File: config.mk
export PLATFORM = sky130hd
export DESIGN_NAME = mem_bus_arbiter
export DESIGN_NICKNAME = d
export VERILOG_FILES = /design/src/rtl/mem_bus_arbiter.sv
export SDC_FILE = /design/constraint.sdc
export NUM_CORES = 1
export LEC_CHECK = 0
export CAP_MARGIN = 0
export CORE_AREA = 2 2 210 212
export DETAILED_ROUTE_END_ITERATION = 6
export DIE_AREA = 0 0 212 214
export PLACE_DENSITY = 0.63
export SLEW_MARGIN = 20
export SYNTH_ARGS = -nofsm -noshare
export SYNTH_HDL_FRONTEND = slang
export SYNTH_SLANG_ARGS = --single-unit
File: constraint.sdc
create_clock -name clk -period 2.3 [get_ports clk]
set_clock_uncertainty 0.1 [all_clocks]
set_input_delay 0.46 -clock clk [delete_from_list [all_inputs] [get_ports clk]]
set_output_delay 0.46 -clock clk [all_outputs]
set_load 0.05 [all_outputs]
File: src/rtl/mem_bus_arbiter.sv
// Shares one memory port between fetch (IF) and LSU; one outstanding transaction, alternating priority on conflict.
// Latency: grant in cycle 0, mem_req_valid from cycle 1, response pulse the cycle after mem_rsp_valid.
// Backpressure: requesters wait while a transaction is in flight; mem request fields hold until mem_req_ready. Optional watchdog: ARB_TIMEOUT_EN.
module mem_bus_arbiter #(
    parameter int XLEN           = 64,
    parameter int MASK_W         = 8,
    parameter int TIMEOUT_CYCLES = 255
) (
    input  logic              clk,
    input  logic              rst,
    input  logic              if_req_valid,
    output logic              if_req_ready,
    input  logic [XLEN-1:0]   if_addr,
    output logic              if_rsp_valid,
    output logic [XLEN-1:0]   if_rsp_data,
    output logic              if_rsp_err,
    input  logic              ls_req_valid,
    output logic              ls_req_ready,
    input  logic [XLEN-1:0]   ls_addr,
    input  logic              ls_wen,
    input  logic [XLEN-1:0]   ls_wdata,
    input  logic [MASK_W-1:0] ls_wmask,
    output logic              ls_rsp_valid,
    output logic [XLEN-1:0]   ls_rsp_data,
    output logic              ls_rsp_err,
    output logic              mem_req_valid,
    input  logic              mem_req_ready,
    output logic [XLEN-1:0]   mem_addr,
    output logic              mem_wen,
    output logic [XLEN-1:0]   mem_wdata,
    output logic [MASK_W-1:0] mem_wmask,
    input  logic              mem_rsp_valid,
    input  logic [XLEN-1:0]   mem_rsp_data
);

    if (MASK_W * 8 != XLEN || TIMEOUT_CYCLES < 1) begin : g_param_check
        $error("mem_bus_arbiter: MASK_W must be XLEN/8 and TIMEOUT_CYCLES >= 1");
    end

    typedef enum logic [1:0] {IDLE, REQ, WAIT} state_t;

    state_t            state, state_nxt;
    // The current owner is always the last winner, so one flop serves both roles.
    logic              last_ls;
    logic [XLEN-1:0]   req_addr;
    logic              req_wen;
    logic [XLEN-1:0]   req_wdata;
    logic [MASK_W-1:0] req_wmask;
    logic              if_rsp_q;
    logic              ls_rsp_q;
    logic [XLEN-1:0]   rsp_data_q;
    logic              grant_if;
    logic              grant_ls;
    logic              timeout;
    logic              rsp_done;

    // Grants are suppressed during reset so every ready output reads 0 while rst is low.
    always_comb begin
        grant_if = 1'b0;
        grant_ls = 1'b0;
        if (state == IDLE && rst) begin
            if (ls_req_valid && (!if_req_valid || !last_ls)) grant_ls = 1'b1;
            else if (if_req_valid)                           grant_if = 1'b1;
        end
    end

`ifdef ARB_TIMEOUT_EN
    localparam int CNT_W = $clog2(TIMEOUT_CYCLES + 1);

    logic [CNT_W-1:0] wait_cnt;
    logic             rsp_err_q;

    assign timeout = (state == WAIT) && !mem_rsp_valid &&
                     (wait_cnt == CNT_W'(TIMEOUT_CYCLES - 1));

    always_ff @(posedge clk or negedge rst) begin
        if (!rst) begin
            wait_cnt  <= '0;
            rsp_err_q <= 1'b0;
        end else begin
            wait_cnt <= (state == WAIT) ? wait_cnt + 1'b1 : '0;
            if (rsp_done) rsp_err_q <= timeout;
        end
    end

    assign if_rsp_err = if_rsp_q & rsp_err_q;
    assign ls_rsp_err = ls_rsp_q & rsp_err_q;
`else
    assign timeout    = 1'b0;
    assign if_rsp_err = 1'b0;
    assign ls_rsp_err = 1'b0;
`endif

    assign rsp_done = (state == WAIT) && (mem_rsp_valid || timeout);

    always_comb begin
        state_nxt = state;
        case (state)
            IDLE:    if (grant_if || grant_ls) state_nxt = REQ;
            REQ:     if (mem_req_ready)        state_nxt = WAIT;
            WAIT:    if (rsp_done)             state_nxt = IDLE;
            default:                           state_nxt = IDLE;
        endcase
    end

    always_ff @(posedge clk or negedge rst) begin
        if (!rst) begin
            state      <= IDLE;
            last_ls    <= 1'b0;
            req_addr   <= '0;
            req_wen    <= 1'b0;
            req_wdata  <= '0;
            req_wmask  <= '0;
            if_rsp_q   <= 1'b0;
            ls_rsp_q   <= 1'b0;
            rsp_data_q <= '0;
        end else begin
            state    <= state_nxt;
            if_rsp_q <= rsp_done && !last_ls;
            ls_rsp_q <= rsp_done && last_ls;
            // Stores and watchdog expiries return zero data.
            if (rsp_done) rsp_data_q <= (req_wen || timeout) ? '0 : mem_rsp_data;
            if (grant_ls) begin
                last_ls   <= 1'b1;
                req_addr  <= ls_addr;
                req_wen   <= ls_wen;
                req_wdata <= ls_wdata;
                req_wmask <= ls_wmask;
            end else if (grant_if) begin
                last_ls   <= 1'b0;
                req_addr  <= if_addr;
                req_wen   <= 1'b0;
                req_wdata <= '0;
                req_wmask <= '0;
            end
        end
    end

    assign if_req_ready  = grant_if;
    assign ls_req_ready  = grant_ls;
    assign mem_req_valid = (state == REQ);
    assign mem_addr      = req_addr;
    assign mem_wen       = req_wen;
    assign mem_wdata     = req_wdata;
    assign mem_wmask     = req_wmask;
    assign if_rsp_valid  = if_rsp_q;
    assign ls_rsp_valid  = ls_rsp_q;
    assign if_rsp_data   = if_rsp_q ? rsp_data_q : '0;
    assign ls_rsp_data   = ls_rsp_q ? rsp_data_q : '0;

endmodule

==> summary.md <==
| Metric | Value |
|---|---|
| Status | `complete, but fails checks` |
| Failing checks | `hold timing, setup timing` |
| Worst Path Required | `around 1.7 ns` |
| VDD IR max | `slightly below 1 mV` |
| Crit start category | `register` |
| Complex-gate fraction of the synthesized area | `21.4%` |
| Post-Place Cell Area | `approximately 0.017 sq mm` |
| DRC viols | `0` |
| Gr usage total | `16.4%` |
| Register bit total from synthesis | `206` |
| Setup_tns | `-0.0587 ns` |
| Clock transition at path regs | `approximately 0.06 ns` |
| Synthesized area | `0.00956 sq mm` |
| Reg2reg start | `state[1]` |
| Hpwl dp | `27,800 microns` |
| Synth Area in XOR/XNOR | `0%` |
| DR WL/cell | `18.3 microns` |
| Slew headroom | `a little over two fifths` |
| Die X | `between 200 and 250 microns` |
| Reg2reg setup slack | `around 0.26 ns` |
| Final Hold Fails | `6` |
| Clk root buf | `clkbuf_16` |
| Final setup viols | `2` |
| R2r worst-path depth | `6` |
| CP endpoint kind | `output pin` |
| Most used cell, CP | `buf_12` |
| Chip height | `214 microns` |
| Synthesized-area fraction occupied by adder cells | `0%` |
| DRT antenna net count | `0` |
| CP max FO | `3` |
| Largest net degree at the start of global routing | `129` |
| Final WL | `38,200 microns` |
| Tmin final | `2.35 ns` |
| GP Congestion | `between 0.8 and 0.9` |
| Die area | `0.0454 sq mm` |
| Leak | `7.92 nW` |
| Area delta synth->final | `88.2%` |
| Vias in the first global route | `approximately 9.6k` |
| Post-synthesis mux area share | `0%` |
| Boundary Pins | `543` |
| Finished Cell Area | `0.0180 sq mm` |
| Starting Density | `22.3%` |
| Power per Cell Area | `approximately 1200 mW/mm^2` |
| Port Buffers | `between 500 and 600` |
| Final Core Density | `42.0%` |
| First-pass GRT wire length | `58,300 microns` |
| Actual slew at the worst max-slew pin | `0.850 ns` |
| Period utilization | `102%` |
| Pre-Repair DR Iteration Count | `4` |
| Final-stage net count | `1,757` |
| Worst R2R End | `mem_wdata[38]` |
| Ant. Diodes | `0` |
| Fin Hold WS | `-0.376 ns` |
| CP Launch Point | `state[1]` |
| Largest family of logic cells by synthesized area | `compound AO/OA/AOI/OAI gates` |
| Clk sinks | `206` |
| Final Worst Setup Slack | `-0.0495 ns` |
| Vias/cell | `about 4.5` |
| Site Rows | `76` |
| H-tree Lvls | `1` |
| RSZ-0062 raised after global routing | `yes` |
| Synth Area in Simple Gates | `between 15 and 20%` |
| DRT iter0 DRCs | `roughly 520` |
| CP Data Arrival Time | `~1.8 ns` |
| Largest stage delay, worst path | `0.43 ns` |
| GRT overflow | `0` |
| Max Fclk | `0.426 GHz` |
| Final slew viol count | `0` |
| Core box area | `0.0429 sq mm` |
| CTS tree | `done` |
| DR vias | `9,396` |
| Synth Area per Inst | `9.75 sq um` |
| Register area share after synthesis | `53.9%` |
| Worst Setup Slack post-DPL | `about 0.053 ns` |
| Min-Delay Path Class | `input pin to async pin` |
| Synth cell types | `25` |
| Post-CTS Hold Fix Bufs | `1` |
| Clock Path Buffers | `3` |
| Initial antenna violation count | `0` |
| Share of cells above drive strength 1 | `approximately 16%` |
| Worst path slowest cell | `or3b_4` |
| CTS Buf Count | `25` |
| Max Cap Viol | `0` |
| CP cell instances | `or3b_4 > nor2_4 > buf_12 > buf_12` |
| Synth Instances | `980` |
| Clk Latency, worst-skew pair | `0.53 ns` |
| Yosys warns | `0` |
| Crit path kind | `register to output pin` |
==> through the flow <==
step,power (mW),std cells
after floorplan,13.3,981
after global placement,17.8,2032
after detailed placement,18.0,2032
after CTS,22.3,2084
after global routing,23.2,2090
final,22.0,2090
==> per-layer routing <==
layer / track usage [%] / routed length (microns) / vias to the layer above
met5: 0 / 0 / -
met1: 20.0 / 15300 / 4477
li1: - / - / 4432
met4: 5.23 / 1090 / 0
met3: 4.62 / 3350 / 59
met2: 27.7 / 18500 / 428
==> power breakdown <==
part	total, mW	switching, mW	internal, mW
Sequential	6.49	1.17	5.32
Combinational	11.0	7.23	3.79
Clock	4.52	1.66	2.86
==> area by class of cell <==
class / instances / area, sq um
inverter: 2 / 7.51
clock buffer: 31 / 708
fill: 4137 / 24900
sequential: 206 / 5160
timing repair buffer: 580 / 7220
clock inverter: 15 / 240
multi-input combinational: 671 / 3930
tap: 585 / 732
==> sequential cells by signal, summed over array words and instances, names as in the netlist, 2 cells and up <==
signal      count
mem_wdata      64
mem_addr       64
rsp_data_q     64
state           2
mem_wmask       8
==> synthesized netlist by cell type (all sizes together) <==
master | n | area share (%)
a21bo | 1 | 0.10
a21boi | 1 | 0.079
a21oi | 66 | 3.5
a22o | 73 | 6.7
a31oi | 65 | 4.3
and2 | 129 | 8.4
buf | 31 | 2.4
clkbuf | 71 | 2.8
conb | 1 | 0.039
dfrtp | 206 | 54
inv | 2 | 0.079
nand2 | 67 | 2.6
nand2b | 66 | 4.3
nand3 | 64 | 3.4
nand3b | 1 | 0.079
nor2 | 3 | 0.20
nor3b | 1 | 0.13
o21ai | 130 | 6.8
or2 | 1 | 0.065
or3b | 1 | 0.12
==> logic make-up after synthesis <==
kind of cell | count (synthesis)
AOI/OAI and AO/OA | 336
and+or+nand+nor | 333
DFF | 206
buffers and inverters | 104
other | 1
==> repair_timing <==
| item | CTS | global route |
|---|---|---|
| hold endpoints to repair | 29 | 6 |
| pin swaps | 2 | 2 |
| setup buffers | 5 | 6 |
| gates resized for setup | 76 | 36 |
| setup endpoints to repair | 128 | 37 |
==> placed cells by master (no fill, tap or decap), types with 64 or more instances in the layout <==
master and instances:
clkdlybuf4s50_1 295, dfrtp_1 202, buf_12 148, o21ai_0 130, and2_1 127, a22o_1 73, dlygate4sd2_1 73, nand2b_1 66
nand2_1 66, a21oi_1 65, a31oi_1 65, nand3_1 64
==> critical path, delay by kind of cell (launching register included) <==
kind                   cells  cell delay (ns)
buffers and inverters      2             0.25
DFF                        1             0.42
and+or+nand+nor            2             0.59
==> worst max-delay path by stage <==
stage                     to  slack [ns]  cells after the start
6_report        ls_req_ready       -0.05                      4
5_1_grt         ls_req_ready       -0.12                      4
4_1_cts         ls_req_ready       -0.11                      4
3_5_place_dp    mem_wmask[5]        0.05                      6
3_3_place_gp   mem_wdata[20]        0.07                      6
2_1_floorplan   if_req_ready        0.08                      5
(Power assumes the default switching activity.)
